`src/rtl/rr_arbiter8.sv`:
```
// Eight-input round-robin arbiter with registered one-hot grant, encoded index
// and optional bounded hold time that forces a one-cycle gap on expiry.
module rr_arbiter8 #(
    parameter int unsigned MAX_HOLD = 15
) (
    input  logic       clk_i,
    input  logic       rst_i,
    input  logic       e_i,
    input  logic [7:0] req_i,
    output logic [7:0] gnt_o,
    output logic [2:0] gnt_idx_o,
    output logic       gnt_valid_o,
    output logic       preempt_o
);

    typedef enum logic [1:0] {
        IDLE,
        GRANT,
        GAP
    } state_t;

    localparam logic [7:0] HOLD_LIMIT = 8'(MAX_HOLD);

    state_t     state_q;
    logic [2:0] ptr_q;
    logic [7:0] hcnt_q;
    logic [7:0] gnt_q;
    logic [2:0] idx_q;
    logic       preempt_q;

    logic       win_found;
    logic [2:0] win_idx;
    logic [2:0] cand;

    // Search starts at the pointer, so the most recent owner is always last in line.
    always_comb begin
        win_found = 1'b0;
        win_idx   = 3'd0;
        cand      = 3'd0;
        for (int i = 0; i < 8; i++) begin
            cand = ptr_q + 3'(i);
            if (!win_found && req_i[cand]) begin
                win_found = 1'b1;
                win_idx   = cand;
            end
        end
    end

    always_ff @(posedge clk_i) begin
        if (rst_i) begin
            state_q   <= IDLE;
            ptr_q     <= 3'd0;
            hcnt_q    <= 8'd0;
            gnt_q     <= 8'd0;
            idx_q     <= 3'd0;
            preempt_q <= 1'b0;
        end else begin
            case (state_q)
                IDLE, GAP: begin
                    preempt_q <= 1'b0;
                    if (e_i && win_found) begin
                        gnt_q   <= 8'd1 << win_idx;
                        idx_q   <= win_idx;
                        ptr_q   <= win_idx + 3'd1;
                        hcnt_q  <= 8'd1;
                        state_q <= GRANT;
                    end else begin
                        gnt_q   <= 8'd0;
                        idx_q   <= 3'd0;
                        hcnt_q  <= 8'd0;
                        state_q <= IDLE;
                    end
                end
                GRANT: begin
                    if (!e_i) begin
                        gnt_q   <= 8'd0;
                        idx_q   <= 3'd0;
                        hcnt_q  <= 8'd0;
                        state_q <= IDLE;
                    end else if (!req_i[idx_q]) begin
                        // Owner let go: hand over immediately so the resource never idles.
                        if (win_found) begin
                            gnt_q   <= 8'd1 << win_idx;
                            idx_q   <= win_idx;
                            ptr_q   <= win_idx + 3'd1;
                            hcnt_q  <= 8'd1;
                            state_q <= GRANT;
                        end else begin
                            gnt_q   <= 8'd0;
                            idx_q   <= 3'd0;
                            hcnt_q  <= 8'd0;
                            state_q <= IDLE;
                        end
                    end else if (HOLD_LIMIT != 8'd0 && hcnt_q == HOLD_LIMIT) begin
                        gnt_q     <= 8'd0;
                        idx_q     <= 3'd0;
                        hcnt_q    <= 8'd0;
                        preempt_q <= 1'b1;
                        state_q   <= GAP;
                    end else if (hcnt_q != 8'hFF) begin
                        hcnt_q <= hcnt_q + 8'd1;
                    end
                end
                default: begin
                    gnt_q     <= 8'd0;
                    idx_q     <= 3'd0;
                    hcnt_q    <= 8'd0;
                    preempt_q <= 1'b0;
                    state_q   <= IDLE;
                end
            endcase
        end
    end

    assign gnt_o       = gnt_q;
    assign gnt_idx_o   = idx_q;
    assign gnt_valid_o = |gnt_q;
    assign preempt_o   = preempt_q;

endmodule

```
`config.mk`:
```
export PLATFORM = sky130hd
export DESIGN_NAME = rr_arbiter8
export DESIGN_NICKNAME = d
export VERILOG_FILES = /design/src/rtl/rr_arbiter8.sv
export SDC_FILE = /design/constraint.sdc
export NUM_CORES = 1
export LEC_CHECK = 0
export CAP_MARGIN = 30
export CORE_MARGIN = 2
export CORE_UTILIZATION = 30
export CTS_BUF_LIST = sky130_fd_sc_hd__clkbuf_4 sky130_fd_sc_hd__clkbuf_8
export DETAILED_ROUTE_END_ITERATION = 12
export MAX_ROUTING_LAYER = met4
export PLACE_DENSITY_LB_ADDON = 0.15
export SETUP_SLACK_MARGIN = 0.05
export SLEW_MARGIN = 15
export SYNTH_ARGS = -nofsm -noshare
export SYNTH_HDL_FRONTEND = slang
export SYNTH_SLANG_ARGS = --single-unit
```
`constraint.sdc`:
```
create_clock -name clk_i -period 3.9 [get_ports clk_i]
set_clock_uncertainty 0.05 [all_clocks]
set_input_delay 0.78 -clock clk_i [delete_from_list [all_inputs] [get_ports clk_i]]
set_output_delay 0.78 -clock clk_i [all_outputs]
set_load 0.02 [all_outputs]
```
==> results.json <==
{
  "outcome": "complete, no violations",
  "gp_routability_congestion": 0.899,
  "detail_route.iter0.violations": 137,
  "synth.avg_cell_area_sq_um": 9.13,
  "timing.critical_path.required_ps": 4040,
  "synth_sequential_area_ratio": 0.242,
  "drc": 0,
  "critical-path-top-delay-family": "compound AO/OA/AOI/OAI gates",
  "numClockSinks": 25,
  "cts_inserted_buffers": 3,
  "critPathMostFrequentCell": "ha_1",
  "syn_inst": 226,
  "worstReg2RegEnd": "gnt_o[7]",
  "place.port_buffers": 23,
  "cts-root-buf": "clkbuf_8",
  "global_route.overflow_total": 0,
  "vdd_drop_max_mv": 0.206,
  "report.final.hold_viol_count": 0,
  "synth.largest_area_cell": "dfxtp_1",
  "slowest_delay_ps": 390,
  "first_pass_grt_wire_length_um": 9300,
  "place.detailed.hpwl_um": 4390,
  "core_sq_um": 6720,
  "antennaDiodeCount": 0,
  "cts_buffer_depth": 2,
  "crit_chain": "buf_4, ha_1, mux4_2, mux2i_1, a32oi_2, a211oi_1, a21oi_1, a2111oi_2, buf_4, or2_2, ha_1, ha_1, inv_1, o2bb2a_1, nor2_1",
  "timing.final.max_slew_violations": 0,
  "yosys.cell_types.count": 55,
  "tritoncts": "yes",
  "cp_max_fo": 18,
  "worst_pin_slew_ps": 715,
  "async_flop_share": 0,
  "ff2ff_path_depth": 15,
  "worst_hold_slack_ps": 433,
  "p_leak_uw": 0.00115,
  "dr_total_vias": 1967,
  "yosys-top-cells-count": "dfxtp_1 (25), nand2_1 (21), mux2i_1 (14), mux4_2 (14), nor2_1 (13)",
  "post-route-period-util": 0.913,
  "synth.ff_latch_count": 25,
  "avgRoutedWirePerCell_um": 15.4,
  "die_area_sq_um": 7560,
  "post-place-cells": 360,
  "core.rowCount": 30,
  "power.density_cell_area_nw_per_um2": 839,
  "period_needed_ps": 3560,
  "die_width_um": 87.0,
  "syn-cell-area_sq_um": 2060,
  "grt_antenna_before_repair": 0,
  "synth_enable_flop_cells": 0,
  "ios": 24,
  "worst_hold_path.num_cells": 2,
  "hold_path_startpoint": "hcnt_q[3]",
  "clk_transition_reported_paths_ps": 80,
  "rsz_0062_raised_after_global_routing": "no",
  "worst_setup_path_start_kind": "flip-flop",
  "worst_reg2reg_setup_slack_ps": 340,
  "postSynthNetCount": 245,
  "cp.buffers_inverters": 3,
  "worstSetupPathType": "flip-flop to flip-flop",
  "die_height_um": 87.0,
  "setup-violations-final": 0,
  "postRouteWirelength_um": 5620,
  "grt_pass1_vias": 1854,
  "drt_first_pass_iters": 4,
  "cap_viol_max_count": 0,
  "num-nets-final": 304,
  "clkLatencyLatePin_ps": 260,
  "whs_endpoint": "hcnt_q[3]",
  "timing.max_slew.rel_slack": 0.522,
  "crit_path_top_delay_cell": "ha_1",
  "track_usage": 0.156,
  "final_core_utilization": 0.412,
  "post_drt_via_cell_ratio": 5.40,
  "postSynth.topFlopCell": "dfxtp_1",
  "hold_buffers": 0,
  "achievable-frequency_mhz": 281,
  "yosysMostFrequentCell": "dfxtp_1",
  "finalSetupTns_ps": 0,
  "largest_net_degree_at_the_start_of_global_routing": 19,
  "area.growth.synth_to_final_pct": 34.2,
  "final_antenna_net_count": 0,
  "worst_hold_path_type": "flip-flop to flip-flop",
  "cts_htree_levels": 1,
  "finalNonFillerCells": 364,
  "endpoint_kind": "flip-flop",
  "initial_utilization": 0.307,
  "final_layout_size_suffix_gt1_frac": 0.285,
  "netlist.area_leader.share": 0.242,
  "r2r_start": "ptr_q[0]",
  "worstPathArrival_ps": 3700,
  "ys_top_cells_by_area": "dfxtp_1 (24%), mux4_2 (15%), mux2i_1 (6.8%)",
  "count_of_yosys_warnings_during_synthesis": 0
}
how the worst max path moves through the flow:
stage | start | endpoint | slack [ps] | cells past startpoint
finish | ptr_q[0] | gnt_o[7] | 340 | 15
global route | ptr_q[0] | gnt_o[7] | 20 | 15
CTS | req_i[4] | gnt_o[7] | 60 | 13
detailed placement | req_i[4] | gnt_o[7] | -210 | 13
global placement | req_i[6] | gnt_o[7] | -230 | 12
floorplan | ptr_q[0] | gnt_o[7] | 110 | 16
kinds of logic (layout without fill, tap and decap cells):
logic type | count (synthesis) | in the layout | synth area share
DFF | 25 | 25 | 0.242
muxes | 33 | 33 | 0.248
adders and majority gates | 8 | 8 | 0.0485
buffers and inverters | 23 | 81 | 0.0473
xor gates and xnor gates | 3 | 3 | 0.0127
AOI/OAI and AO/OA | 59 | 59 | 0.215
and+or+nand+nor | 75 | 75 | 0.187
cell type report:
| type | instances | area [sq um] |
|---|---|---|
| Sequential cell | 25 | 500 |
| Multi-Input combinational cell | 178 | 1520 |
| Tap cell | 80 | 100 |
| Clock buffer | 4 | 48.8 |
| Inverter | 12 | 45.0 |
| Fill cell | 658 | 3950 |
| Timing Repair Buffer | 65 | 558 |
state kept, by name (all words and copies together) (netlist names):
| signal | count |
|---|---|
| ptr_q | 3 |
| gnt_idx_o | 3 |
| hcnt_q | 8 |
| state_q | 2 |
| preempt_o | 1 |
| gnt_o | 8 |
routing by layer:
layer  GRT usage  up-vias  share of wire
met2       0.239       28           0.48
met3      0.0171        2          0.022
met4      0.0256        0         0.0027
met5           -        -              0
li1            -      991              -
met1       0.226      946           0.50
worst register-to-register path: cells and delay by family, from the launching register on:
kind / cells / cell delay [ps]
AND/OR/NAND/NOR: 2 / 190
adder cells (fa/ha/maj): 3 / 720
buffers and inverters: 3 / 480
AO/OA/AOI/OAI: 5 / 1140
multiplexers: 2 / 550
flip-flops: 1 / 350
where the power goes:
part / internal (uW) / switching, uW
logic: 945 / 870
clock network: 79.8 / 76.0
registers: 296 / 57.1
total: 1320 / 1000
per-stage QoR:
stage | setup slack, ps | power (uW) | area [sq um]
floorplan | 107 | 1420 | 2070
global placement | -229 | 2110 | 2660
detailed placement | -209 | 2090 | 2660
finish | 339 | 2320 | 2770
global route | 17.7 | 2510 | 2770
CTS | 57.8 | 2260 | 2710
repair_timing:
item                                    4_1_cts  5_1_grt
resized for setup                             2       16
buffers inserted                              0        0
pin swaps                                     0        2
endpoints found under the setup margin        1        6
placed cells by master (no fill, tap or decap), drive strengths merged, types with 3 or more instances in the layout:
| cell | instances |
|---|---|
| and3 | 8 |
| nand3 | 5 |
| nand3b | 3 |
| and2 | 4 |
| nor4 | 4 |
| o21ai | 13 |
| nor3 | 6 |
| mux2 | 5 |
| inv | 12 |
| mux4 | 14 |
| a32o | 7 |
| buf | 42 |
| dfxtp | 25 |
| clkbuf | 4 |
| nor2 | 14 |
| a21oi | 11 |
| mux2i | 14 |
| dlymetal6s2s | 6 |
| clkdlybuf4s50 | 15 |
| ha | 8 |
| nand2 | 21 |
| a31oi | 3 |
(Power assumes the default switching activity.)
